==> src/rtl/bus_sync_ctrl.sv <==
// Destination-side controller for a toggle req/ack bus crossing into clk.
// Optional parity checking is enabled with `define BUS_SYNC_PARITY_EN.
module bus_sync_ctrl #(
   parameter int WIDTH      = 8,
   parameter int SETTLE_CYC = 2,
   parameter int CNT_W      = 8
) (
   input  logic             clk,
   input  logic             rst,
   input  logic             en,
   input  logic             req_tgl_in,
   input  logic [WIDTH-1:0] data_in,
`ifdef BUS_SYNC_PARITY_EN
   input  logic             par_in,
   output logic             parity_err,
`endif
   output logic             ack_tgl_out,
   output logic [WIDTH-1:0] data_out,
   output logic             data_valid,
   input  logic             data_ready,
   output logic             busy,
   output logic             overrun,
   output logic [CNT_W-1:0] xfer_cnt
);

   typedef enum logic [1:0] {IDLE, SETTLE, PRESENT} state_t;

   localparam logic [3:0] SETTLE_LAST = 4'(SETTLE_CYC - 1);

   state_t     state, state_nxt;
   logic       req_s1, req_s2, req_seen;
   logic [3:0] settle_cnt;
   logic       pending;
   logic       seen_ld, cnt_clr, cnt_inc, capture, complete;

   assign pending = req_s2 ^ req_seen;
   assign busy    = (state != IDLE);

   // Stage 0: enable-gated two-flop request synchronizer
   always_ff @(posedge clk or posedge rst) begin
      if (rst) begin
         req_s1 <= 1'b0;
         req_s2 <= 1'b0;
      end else if (en) begin
         req_s1 <= req_tgl_in;
         req_s2 <= req_s1;
      end
   end

   always_ff @(posedge clk or posedge rst) begin
      if (rst) state <= IDLE;
      else     state <= state_nxt;
   end

   always_comb begin
      state_nxt = state;
      seen_ld   = 1'b0;
      cnt_clr   = 1'b0;
      cnt_inc   = 1'b0;
      capture   = 1'b0;
      complete  = 1'b0;
      case (state)
         IDLE: begin
            if (pending) begin
               state_nxt = SETTLE;
               seen_ld   = 1'b1;
               cnt_clr   = 1'b1;
            end
         end
         SETTLE: begin
            if (en) begin
               if (settle_cnt == SETTLE_LAST) begin
                  capture   = 1'b1;
                  state_nxt = PRESENT;
               end else begin
                  cnt_inc = 1'b1;
               end
            end
         end
         PRESENT: begin
            if (data_ready) begin
               complete  = 1'b1;
               state_nxt = IDLE;
            end
         end
         default: state_nxt = IDLE;
      endcase
   end

   // Stage 1: settle counter, capture and handshake return
   always_ff @(posedge clk or posedge rst) begin
      if (rst) begin
         req_seen    <= 1'b0;
         settle_cnt  <= 4'd0;
         data_out    <= '0;
         data_valid  <= 1'b0;
         ack_tgl_out <= 1'b0;
         xfer_cnt    <= '0;
      end else begin
         if (seen_ld) req_seen <= req_s2;
         if (cnt_clr)      settle_cnt <= 4'd0;
         else if (cnt_inc) settle_cnt <= settle_cnt + 4'd1;
         if (capture) begin
            data_out   <= data_in;
            data_valid <= 1'b1;
         end
         if (complete) begin
            data_valid  <= 1'b0;
            ack_tgl_out <= ~ack_tgl_out;
            xfer_cnt    <= xfer_cnt + 1'b1;
         end
      end
   end

   // A new toggle arriving while a word is in flight is kept pending, only flagged
   always_ff @(posedge clk or posedge rst) begin
      if (rst)                              overrun <= 1'b0;
      else if ((state != IDLE) && pending)  overrun <= 1'b1;
   end

`ifdef BUS_SYNC_PARITY_EN
   logic par_q;

   always_ff @(posedge clk or posedge rst) begin
      if (rst)          par_q <= 1'b0;
      else if (capture) par_q <= par_in;
   end

   assign parity_err = data_valid & ((^data_out) ^ par_q);
`endif

endmodule

==> config.mk <==
export PLATFORM = sky130hd
export DESIGN_NAME = bus_sync_ctrl
export DESIGN_NICKNAME = d
export VERILOG_FILES = /design/src/rtl/bus_sync_ctrl.sv
export SDC_FILE = /design/constraint.sdc
export NUM_CORES = 1
export LEC_CHECK = 0
export CAP_MARGIN = 20
export CORE_MARGIN = 10
export CORE_UTILIZATION = 30
export DETAILED_ROUTE_END_ITERATION = 7
export PLACE_DENSITY = 0.56
export SLEW_MARGIN = 20
export SYNTH_ARGS = -nofsm -noshare
export SYNTH_HDL_FRONTEND = slang
export SYNTH_SLANG_ARGS = --single-unit
export TNS_END_PERCENT = 1
==> constraint.sdc <==
create_clock -name clk -period 5.13 [get_ports clk]
set_input_delay 0.513 -clock clk [delete_from_list [all_inputs] [get_ports clk]]
set_output_delay 0.513 -clock clk [all_outputs]
set_load 0.005 [all_outputs]
==> impl_metrics.ini <==
[grt]
grt_pass1_wl_microns = 4390
grtUsageTotal_pct = 7.42
grt_pass1_vias = 923
antenna_found_initial = 0
grt_max_degree = 29
overflow = 0

[floorplan]
io_pins = 33
die_w_microns = 83.9
die_area_sq_mm = 0.00704
fp.dieH_microns = 83.9
row_count = 23
core_area_sq_mm = 0.00397
start_util_pct = 30.9

[clock_network]
ctsHoldBuffers = 0
root_buffer = clkbuf_8
postCtsSetupRepairBufs = 0
cts_made_buffers = 3
clk_pin_slew_ns = 0.09
clockBufferDepth = 2
cts_resized = 0
cts_tree = built
cts.sinks = 28
htreeDepth = 1
worstSkewPairLatency_ns = 0.27

[worst_setup_path]
worst_path_largest_cell_delay_ns = 0.48
slowest_stage = dfrtp_1
crit_path_end_kind = output port
crit_type = flip-flop to output port
r2r_cells = 5
crit_chain = nor2_1 -> inv_1 -> clkdlybuf4s50_1
critPathArrivalTime_ns = 1.56
cp_top_family = buffers and inverters
crit_fanout = 8
critPathRequiredTime_ns = 4.62
critPathBufInv = 2
crit_path_start_kind = flip-flop
cp_num_cells = 3

[logic_synthesis]
ys_ff_latch = 28
synth_flop_cell = dfrtp_1
synth_cell_type_count = 27
syn_nets = 113
synth-edff-count = 0
async_flop_share_pct = 100
yosysSeqAreaShare_pct = 57.1
synthesis.area_sq_mm = 0.00123
yosys_warnings = 0
syn_inst = 97
syn_area_per_cell_sq_um = 12.6

[power]
p_sw_share_pct = 29.9
power_frac_clock_pct = 17.3
switching_power_mw = 0.230
internal_power_mw = 0.541
vdd_drop_max_uv = 210
report.power.total_mw = 0.771
comb_power_share_pct = 37.6
p_leak_nw = 0.734
power_density_mw_per_mm2 = 465
pwr-share-seq_pct = 45.1

[routing]
wire_per_inst_microns = 13.8
drc = 0
vias = 830
drt-total-wl_microns = 2520
dr.pass1.iters = 4
drtAntennaViolNets = 0
drt_iter0_drc = 43
via_per_inst = 4.56

[timing]
tightest_slew_ns = 0.578
skew_ns = 0.00263
fin_crit_ns = 2.07
hold_slack_ns = 0.485
maxSlewViolCount = 0
fin_crit_sh_pct = 40.4
fmax_mhz = 483
hold_viol = 0
relSlewSlack_pct = 61.4
tns_ns = 0
rsz0062_at_grt = false
setup_viol = 0

[run_status]
status = finished, final reports clean

[layout]
fin_cells = 182
num_antenna_cells = 0
layout-drive-gt1-share_pct = 14.4
fillers = 398
num-nets-final = 149
area_growth_pct = 35.3

[min_path]
hold_depth = 1
min_path_type = flip-flop to flip-flop

[flow_run]
drv_cap = 0

[placed_design]
gp_congestion = 0.645
dp.cells = 178
port_buffers = 32
dp_hpwl_microns = 1980
[power groups by stage]
stage | clock [mW] | sequential [mW] | combinational [mW]
after floorplan | 0 | 0.346 | 0.159
after global placement | 0 | 0.353 | 0.291
after detailed placement | 0 | 0.354 | 0.299
after CTS | 0.142 | 0.349 | 0.299
after global routing | 0.150 | 0.361 | 0.320
final | 0.134 | 0.348 | 0.290
[area by class of cell]
| cell class | count | area, sq um | share of cell area (%) |
|---|---|---|---|
| clock buffers | 4 | 55.1 | 3.32 |
| inverters | 5 | 18.8 | 1.13 |
| multi-input cells | 63 | 502 | 30.2 |
| flip-flops and latches | 28 | 701 | 42.2 |
| well taps | 50 | 62.6 | 3.77 |
| repair buffers | 32 | 320 | 19.3 |
[per-layer routing]
metal  GRT usage [%]  wire length, microns
met5               0                     0
met4            2.74                    35
met3            3.13                   138
met2            13.4                  1370
met1            7.36                   977
[logic make-up after synthesis]
kind of cell	count (synthesis)	synth area share [%]
XOR/XNOR	9	6.43
buffers and inverters	6	1.94
flip-flops	28	57.1
multiplexers	13	11.7
AO/OA/AOI/OAI	9	4.49
AND/OR/NAND/NOR	29	15.2
adder cells (fa/ha/maj)	3	3.06
[registers in the layout, indices dropped and copies added, names as in the netlist]
| signal | count |
|---|---|
| req_seen | 1 |
| xfer_cnt | 8 |
| req_s1 | 1 |
| state | 2 |
| settle_cnt | 4 |
| data_valid | 1 |
| data_out | 8 |
| req_s2 | 1 |
| overrun | 1 |
| ack_tgl_out | 1 |
[synth_stat cells, types with 3 or more instances]
cell type | count | area share [%]
dfrtp_1 | 28 | 57
ha_1 | 3 | 3.1
xnor2_1 | 6 | 4.3
mux2_2 | 11 | 10
xor2_1 | 3 | 2.1
nand2_1 | 7 | 2.1
nand4_1 | 3 | 1.5
inv_1 | 5 | 1.5
nor3_1 | 3 | 1.2
nor2_1 | 4 | 1.2
o21ai_0 | 4 | 1.6
[per-stage QoR]
stage	cell area [sq um]	setup slack [ns]	utilization (%)
global route	1660	2.92	41.8
floorplan	1230	3.49	-
CTS	1660	3.01	41.8
global placement	1600	3.20	40.4
finish	1660	3.06	41.8
detailed placement	1600	3.15	40.4
[worst reg2reg max path: cells and delay by family (launching register included)]
family	cells	cell delay (ns)
and+or+nand+nor	2	0.70
buffers and inverters	1	0.07
muxes	1	0.35
adders and majority gates	1	0.13
DFF	1	0.42
[cells in the final DEF, fill, tap and decap left out, drive strengths merged]
cell type      instances
o21bai                 1
nor3                   3
nor2                   5
nand2                  7
or3                    1
dfrtp                 28
xnor2                  6
nand3                  2
mux2                  11
a21o                   1
nor2b                  1
or3b                   1
nand4b                 1
clkbuf                 4
nand3b                 2
inv                    5
o21ai                  4
a21oi                  2
and3b                  2
and3                   1
xor2                   3
o32ai                  1
nand4                  3
clkdlybuf4s50         32
mux2i                  2
ha                     3
[final timing paths]
check,start,endpoint,slack [ns]
max,state[0],busy,3.06
min,overrun,overrun,0.48
max reg2reg,settle_cnt[1],data_out[1],3.36
min reg2reg,overrun,overrun,0.48
max in group asynchronous,rst,settle_cnt[3],4.13
min in group asynchronous,rst,data_out[4],0.61
(Power assumes the default switching activity.)
